### config.mk
export PLATFORM = sky130hd
export DESIGN_NAME = ace_snoop_resp_ctrl_flat
export DESIGN_NICKNAME = d
export VERILOG_FILES = /design/src/rtl/ace_snoop_resp_ctrl_if.sv /design/src/rtl/ace_snoop_resp_ctrl.sv /design/src/flat_wrapper.sv
export SDC_FILE = /design/constraint.sdc
export NUM_CORES = 1
export LEC_CHECK = 0
export ABC_CLOCK_PERIOD_IN_PS = 1700
export BUFFER_PORTS_ARGS = -buffer_cell sky130_fd_sc_hd__buf_2
export CORE_MARGIN = 1.5
export CORE_UTILIZATION = 30
export DETAILED_ROUTE_END_ITERATION = 16
export PLACE_DENSITY = 0.54
export SLEW_MARGIN = 20
export SYNTH_ARGS = -nofsm -noshare
export SYNTH_HDL_FRONTEND = slang
export SYNTH_SLANG_ARGS = --single-unit
### constraint.sdc
create_clock -name clk -period 1.7 [get_ports clk]
set_clock_uncertainty 0.05 [all_clocks]
set_input_delay 0.085 -clock clk [delete_from_list [all_inputs] [get_ports clk]]
set_output_delay 0.085 -clock clk [all_outputs]
set_load 0.02 [all_outputs]
### src/rtl/ace_snoop_resp_ctrl_if.sv
// ACE snoop channel bundle: AC request, CR response, CD data.
// Master drives AC and the CR/CD ready lines; slave answers.
interface ace_snoop_resp_ctrl_if #(
  parameter int ADDR_W = 32,
  parameter int DATA_W = 64
);
  logic              acvalid;
  logic              acready;
  logic [ADDR_W-1:0] acaddr;
  logic [3:0]        acsnoop;
  logic              crvalid;
  logic              crready;
  logic [4:0]        crresp;
  logic              cdvalid;
  logic              cdready;
  logic [DATA_W-1:0] cddata;
  logic              cdlast;

  modport master (
    output acvalid, acaddr, acsnoop,
    output crready, cdready,
    input  acready, crvalid, crresp,
    input  cdvalid, cddata, cdlast
  );

  modport slave (
    input  acvalid, acaddr, acsnoop,
    input  crready, cdready,
    output acready, crvalid, crresp,
    output cdvalid, cddata, cdlast
  );
endinterface

### src/rtl/ace_snoop_resp_ctrl.sv
// Snoop front end: one snoop at a time, CR response then CD beats,
// line data buffered in LOOKUP before the coherence FSM moves.
module ace_snoop_resp_ctrl #(
  parameter int ADDR_W   = 32,
  parameter int LINE_OFF = 6,
  parameter int DATA_W   = 64,
  parameter int BEATS    = 4
) (
  input  logic                    clk,
  input  logic                    rst,
  ace_snoop_resp_ctrl_if.slave    snp,
  input  logic [ADDR_W-1:0]       line_addr,
  input  logic                    line_invalid,
  input  logic                    line_unique_clean,
  input  logic                    line_unique_dirty,
  input  logic [DATA_W*BEATS-1:0] line_data,
  output logic [1:0]              fsm_snoop_op
);

  localparam int BW = (BEATS > 1) ? $clog2(BEATS) : 1;
  localparam logic [BW-1:0] LAST = BW'(BEATS - 1);
  localparam int TW = ADDR_W - LINE_OFF;

  typedef enum logic [1:0] {
    IDLE,
    LOOKUP,
    RESP,
    DATA
  } state_t;

  state_t state, state_n;

  logic [TW-1:0]           tag_q;
  logic [3:0]              snoop_q;
  logic [4:0]              resp_q;
  logic [BW-1:0]           beat;
  logic [DATA_W*BEATS-1:0] buffer;

  logic       hit;
  logic [4:0] resp_lu;
  logic [1:0] op_lu;
  logic       unused_ok;

  // INVALID is implied by neither unique bit being set
  assign unused_ok = ^{line_invalid, snp.acaddr[LINE_OFF-1:0]};

  assign hit = (tag_q == line_addr[ADDR_W-1:LINE_OFF])
             && (line_unique_clean || line_unique_dirty);

  always_comb begin
    resp_lu = 5'b00000;
    op_lu   = 2'b00;
    case (snoop_q)
      4'b0000: begin
        if (hit) resp_lu = 5'b10001;
      end
      4'b0001, 4'b0010, 4'b0011,
      4'b0111, 4'b1001: begin
        if (hit) begin
          op_lu   = 2'b01;
          resp_lu = {2'b10, line_unique_dirty, 2'b01};
        end
      end
      4'b1000: begin
        if (hit && line_unique_dirty) begin
          op_lu   = 2'b10;
          resp_lu = 5'b10101;
        end else if (hit) begin
          resp_lu = 5'b10000;
        end
      end
      4'b1101: begin
        if (hit) begin
          op_lu   = 2'b01;
          resp_lu = 5'b10000;
        end
      end
      default: resp_lu = 5'b00010;
    endcase
  end

  always_ff @(posedge clk) begin
    if (rst) state <= IDLE;
    else     state <= state_n;
  end

  always_comb begin
    state_n      = state;
    snp.acready  = 1'b0;
    snp.crvalid  = 1'b0;
    snp.cdvalid  = 1'b0;
    snp.cdlast   = 1'b0;
    snp.cddata   = '0;
    fsm_snoop_op = 2'b00;
    unique case (state)
      IDLE: begin
        snp.acready = !rst;
        if (snp.acvalid && !rst) state_n = LOOKUP;
      end
      LOOKUP: begin
        fsm_snoop_op = rst ? 2'b00 : op_lu;
        state_n      = RESP;
      end
      RESP: begin
        snp.crvalid = 1'b1;
        if (snp.crready)
          state_n = resp_q[0] ? DATA : IDLE;
      end
      DATA: begin
        snp.cdvalid = 1'b1;
        snp.cddata  = buffer[int'(beat)*DATA_W +: DATA_W];
        snp.cdlast  = (beat == LAST);
        if (snp.cdready && snp.cdlast) state_n = IDLE;
      end
    endcase
  end

  assign snp.crresp = resp_q;

  always_ff @(posedge clk) begin
    if (rst) begin
      tag_q   <= '0;
      snoop_q <= '0;
      resp_q  <= '0;
      beat    <= '0;
      buffer  <= '0;
    end else begin
      if (state == IDLE && snp.acvalid) begin
        tag_q   <= snp.acaddr[ADDR_W-1:LINE_OFF];
        snoop_q <= snp.acsnoop;
      end
      if (state == LOOKUP) begin
        resp_q <= resp_lu;
        buffer <= line_data;
      end
      if (state == DATA && snp.cdready)
        beat <= snp.cdlast ? '0 : beat + 1'b1;
    end
  end

endmodule
### src/flat_wrapper.sv
// flat-port wrapper written by rule: the top's interface ports become plain ports
module ace_snoop_resp_ctrl_flat 
#(
  parameter int ADDR_W   = 32,
  parameter int LINE_OFF = 6,
  parameter int DATA_W   = 64,
  parameter int BEATS    = 4
)
  (clk, rst, line_addr, line_invalid, line_unique_clean, line_unique_dirty, line_data, fsm_snoop_op, snp_acvalid, snp_acaddr, snp_acsnoop, snp_crready, snp_cdready, snp_acready, snp_crvalid, snp_crresp, snp_cdvalid, snp_cddata, snp_cdlast);
  ace_snoop_resp_ctrl_if #(.ADDR_W(ADDR_W), .DATA_W(DATA_W)) snp_i ();
  input  logic clk;
  input  logic rst;
  input  logic [ADDR_W-1:0] line_addr;
  input  logic line_invalid;
  input  logic line_unique_clean;
  input  logic line_unique_dirty;
  input  logic [DATA_W*BEATS-1:0] line_data;
  output logic [1:0] fsm_snoop_op;
  input wire logic [$bits(snp_i.acvalid)-1:0] snp_acvalid;
  input wire logic [$bits(snp_i.acaddr)-1:0] snp_acaddr;
  input wire logic [$bits(snp_i.acsnoop)-1:0] snp_acsnoop;
  input wire logic [$bits(snp_i.crready)-1:0] snp_crready;
  input wire logic [$bits(snp_i.cdready)-1:0] snp_cdready;
  output wire logic [$bits(snp_i.acready)-1:0] snp_acready;
  output wire logic [$bits(snp_i.crvalid)-1:0] snp_crvalid;
  output wire logic [$bits(snp_i.crresp)-1:0] snp_crresp;
  output wire logic [$bits(snp_i.cdvalid)-1:0] snp_cdvalid;
  output wire logic [$bits(snp_i.cddata)-1:0] snp_cddata;
  output wire logic [$bits(snp_i.cdlast)-1:0] snp_cdlast;
  assign snp_i.acvalid = snp_acvalid;
  assign snp_i.acaddr = snp_acaddr;
  assign snp_i.acsnoop = snp_acsnoop;
  assign snp_i.crready = snp_crready;
  assign snp_i.cdready = snp_cdready;
  assign snp_acready = snp_i.acready;
  assign snp_crvalid = snp_i.crvalid;
  assign snp_crresp = snp_i.crresp;
  assign snp_cdvalid = snp_i.cdvalid;
  assign snp_cddata = snp_i.cddata;
  assign snp_cdlast = snp_i.cdlast;
  ace_snoop_resp_ctrl #(.ADDR_W(ADDR_W), .LINE_OFF(LINE_OFF), .DATA_W(DATA_W), .BEATS(BEATS)) u_core (.clk(clk), .rst(rst), .snp(snp_i), .line_addr(line_addr), .line_invalid(line_invalid), .line_unique_clean(line_unique_clean), .line_unique_dirty(line_unique_dirty), .line_data(line_data), .fsm_snoop_op(fsm_snoop_op));
endmodule
==> key figures <==
Worst setup path
  • Critical Path End Type: output pin
  • CP Class: flop to output pin
  • Critical path fanouts, max: 22
  • Crit path DAT: 2040 ps
  • Worst setup SP type: flop
  • Worst EP required: 1560 ps

STA
  • F_max: 0.460 GHz
  • Final min period: 2170 ps
  • Fin crit share: 1.28
  • Slack of the critical path: -474 ps
  • Hold violation count in the final report: 2
  • Worst slew pin tran: 838 ps
  • Fin. max-slew vios: 0
  • Setup TNS: -28,280 ps
  • RSZ-0062 raised after global routing: yes
  • Max_slew headroom: 0.441
  • Number of setup violations in the final report: 67
  • Hold Slack: -108 ps

Run
  • Maxcap violations: 0

Floorplan
  • Die extent in x: 208 um
  • Full die area: 43,200 sq um
  • Cell Rows: 74
  • Chip Height: 208 um
  • Starting Density: 0.306
  • Top-level port count: 407
  • Core area: 41,100 sq um

Global routing
  • First-pass GRT wire length: 68.1 mm
  • Vias in the first global route: 13,200
  • Largest net degree at the start of global routing: 160
  • GRT overflow: 0
  • Total track usage: 0.195
  • Antenna violations before repair: 4

Drt
  • Wire per inst: 16.0 um
  • DRT met1 WL: 18.2 mm
  • WL met2: 21.2 mm
  • Via count: 12,700
  • Max layer used: met4
  • Remaining DRCs: 0
  • DRT iter0 DRCs: 666
  • Routed WL: 43.2 mm
  • Routed met3 length: 2.46 mm
  • Routed Antenna Nets: 0
  • First drt pass iteration count: 6
  • Via density per instance: 4.71

Run status
  • Failing checks: hold timing, setup timing
  • Status: complete, but fails checks

Worst hold path
  • HP Class: primary input to flop

Clock network
  • H-tree depth: 2
  • Sink Count: 294
  • Max Buffers Root-to-Sink: 3
  • Clock buffer count from CTS: 35
  • CTS tree: done
  • Worst-Skew Late Latency: 530 ps
  • Hold Buf Count CTS: 290
  • Worst-path clk slew: 60 ps
  • Clock root buffer: clkbuf_16

Logic synthesis
  • Post-synth top area share: 0.468
  • Cell variety after synth: 34
  • Synth area leaders: dfxtp_1 (47%), nand2_1 (17%), a21oi_1 (12%)
  • Mapped cell area: 12,600 sq um
  • Flops & latches, synth: 294
  • Leading area contributor after synthesis: dfxtp_1
  • Net count after synthesis: 1,825
  • Post-synthesis sequential area ratio: 0.468
  • Yosys warnings: 0
  • Syn_area_per_cell: 8.43 sq um
  • Mapped Cells: 1,492

Pwr
  • Gate power share: 0.135
  • Total power: 17.4 mW
  • Internal Pwr Total: 13.2 mW
  • Max VDD drop: 463 uV
  • P_leak: 7.97 nW
  • Switching share of power: 0.242
  • Power per cell area: 877 nW/um^2
  • Share of power burned in registers: 0.428
  • Clk network pwr share: 0.437
  • Sw power: 4.22 mW

Placement
  • Hpwl dp: 26.8 mm
  • Routability cong.: 0.787
  • Placement Cell Area: 15,200 sq um
  • Port bufs: 392
  • Inst Count DP: 2,337

Final layout
  • Layout cells sized above 1: 0.295
  • Seq. cell area: 5910 sq um
  • Area Overhead vs Synth: 57.9%
  • Multi-input gate area: 6250 sq um
  • Final core occ: 0.483
  • Non-Filler Instances: 2,700
  • Fin nets: 2,475
  • Commonest non-fill, non-tap cells in the layout: nand2_1 (581), buf_2 (346), a21oi_1 (291), dlygate4sd3_1 (290), dfxtp_1 (277)
  • Most common cell after layout, fill and taps aside: nand2_1
  • Fillers: 3,862
  • Fin area: 19,900 sq um
## critical path, cell delays in order, from the launching register on
cell and delay [ps]:
dfxtp_4 390, buf_12 220, mux4_2 530, and2_1 180, buf_2 160
## synthesized netlist by cell type (all sizes together)
cell type and n:
ha 1, nand4 5, xor2 9, mux4 64, a21oi 291, nor2 11, a22o 1, and4 1
nand2 581, xnor2 17, nor3 6, mux2i 1, nand2b 2, o31ai 1, o2111ai 1, conb 1
nor2b 2, and2 66, and3 2, nor4 3, a31oi 1, clkbuf 48, inv 1, nand3 2
o21ai 6, nand3b 1, buf 73, dfxtp 294
## state kept, by name (all words and copies together), names as in the netlist
register           flops
u_core.snp.crresp      4
u_core.tag_q          26
u_core.snoop_q         4
u_core.state           2
u_core.beat            2
u_core.buffer        256
## final cells by class
| class | count | area share |
|---|---|---|
| antenna | 3 | 0.000378 |
| clock buffer | 51 | 0.0523 |
| clock inverter | 9 | 0.00604 |
| inverter | 1 | 0.000189 |
| multi-input combinational | 1076 | 0.314 |
| sequential | 294 | 0.298 |
| tap | 532 | 0.0335 |
| timing repair buffer | 734 | 0.296 |
## power by group through the flow
stage                     clock network (mW)  logic [mW]  registers, mW
after floorplan                            0        1.07           7.54
after global placement                     0        1.76           7.58
after detailed placement                   0        1.78           7.60
after CTS                               7.88        2.34           7.45
after global routing                    8.14        2.59           7.49
final                                   7.61        2.36           7.45
## timing repair
item | in CTS | in global routing
endpoints found under the hold margin | 292 | 2
buffers inserted | 7 | 2
resized for setup | 145 | 22
pin swaps | 37 | 7
gates cloned | 2 | 0
setup endpoints to repair | 68 | 70
## cells by family (layout without fill, tap and decap cells)
family | Yosys count | after routing | share of synthesized area
and+or+nand+nor | 682 | 682 | 0.225
AOI/OAI and AO/OA | 301 | 301 | 0.121
DFF | 294 | 294 | 0.468
buffers and inverters | 122 | 795 | 0.0520
muxes | 65 | 65 | 0.115
xor gates and xnor gates | 26 | 26 | 0.0181
adders and majority gates | 1 | 1 | 0.000994
other | 1 | 4 | 0.000298
## layer usage
layer | vias to the layer above | track usage
met5 | - | 0
met4 | 0 | 0.0828
met3 | 105 | 0.0440
met2 | 392 | 0.338
met1 | 5960 | 0.232
li1 | 6247 | -
## path summary, 6_finish.rpt
check / from / to / slack, ps / cells past startpoint
max: u_core.beat[0] / snp_cddata[14] / -470 / 4
min: rst / u_core.snp.crresp[2] / -110 / 4
max reg2reg: u_core.tag_q[5] / u_core.snp.crresp[2] / 80 / 6
min reg2reg: u_core.buffer[99] / u_core.buffer[99] / 400 / 2
## stage by stage
| stage | hold WS (ps) | worst slack [ps] |
|---|---|---|
| 2_1_floorplan | 171 | 143 |
| 3_3_place_gp | 275 | 6.49 |
| 3_5_place_dp | 283 | -5.05 |
| 4_1_cts | -159 | -553 |
| 5_1_grt | -98.3 | -564 |
| 6_report | -108 | -474 |
Power figures use the tool's default switching activity.
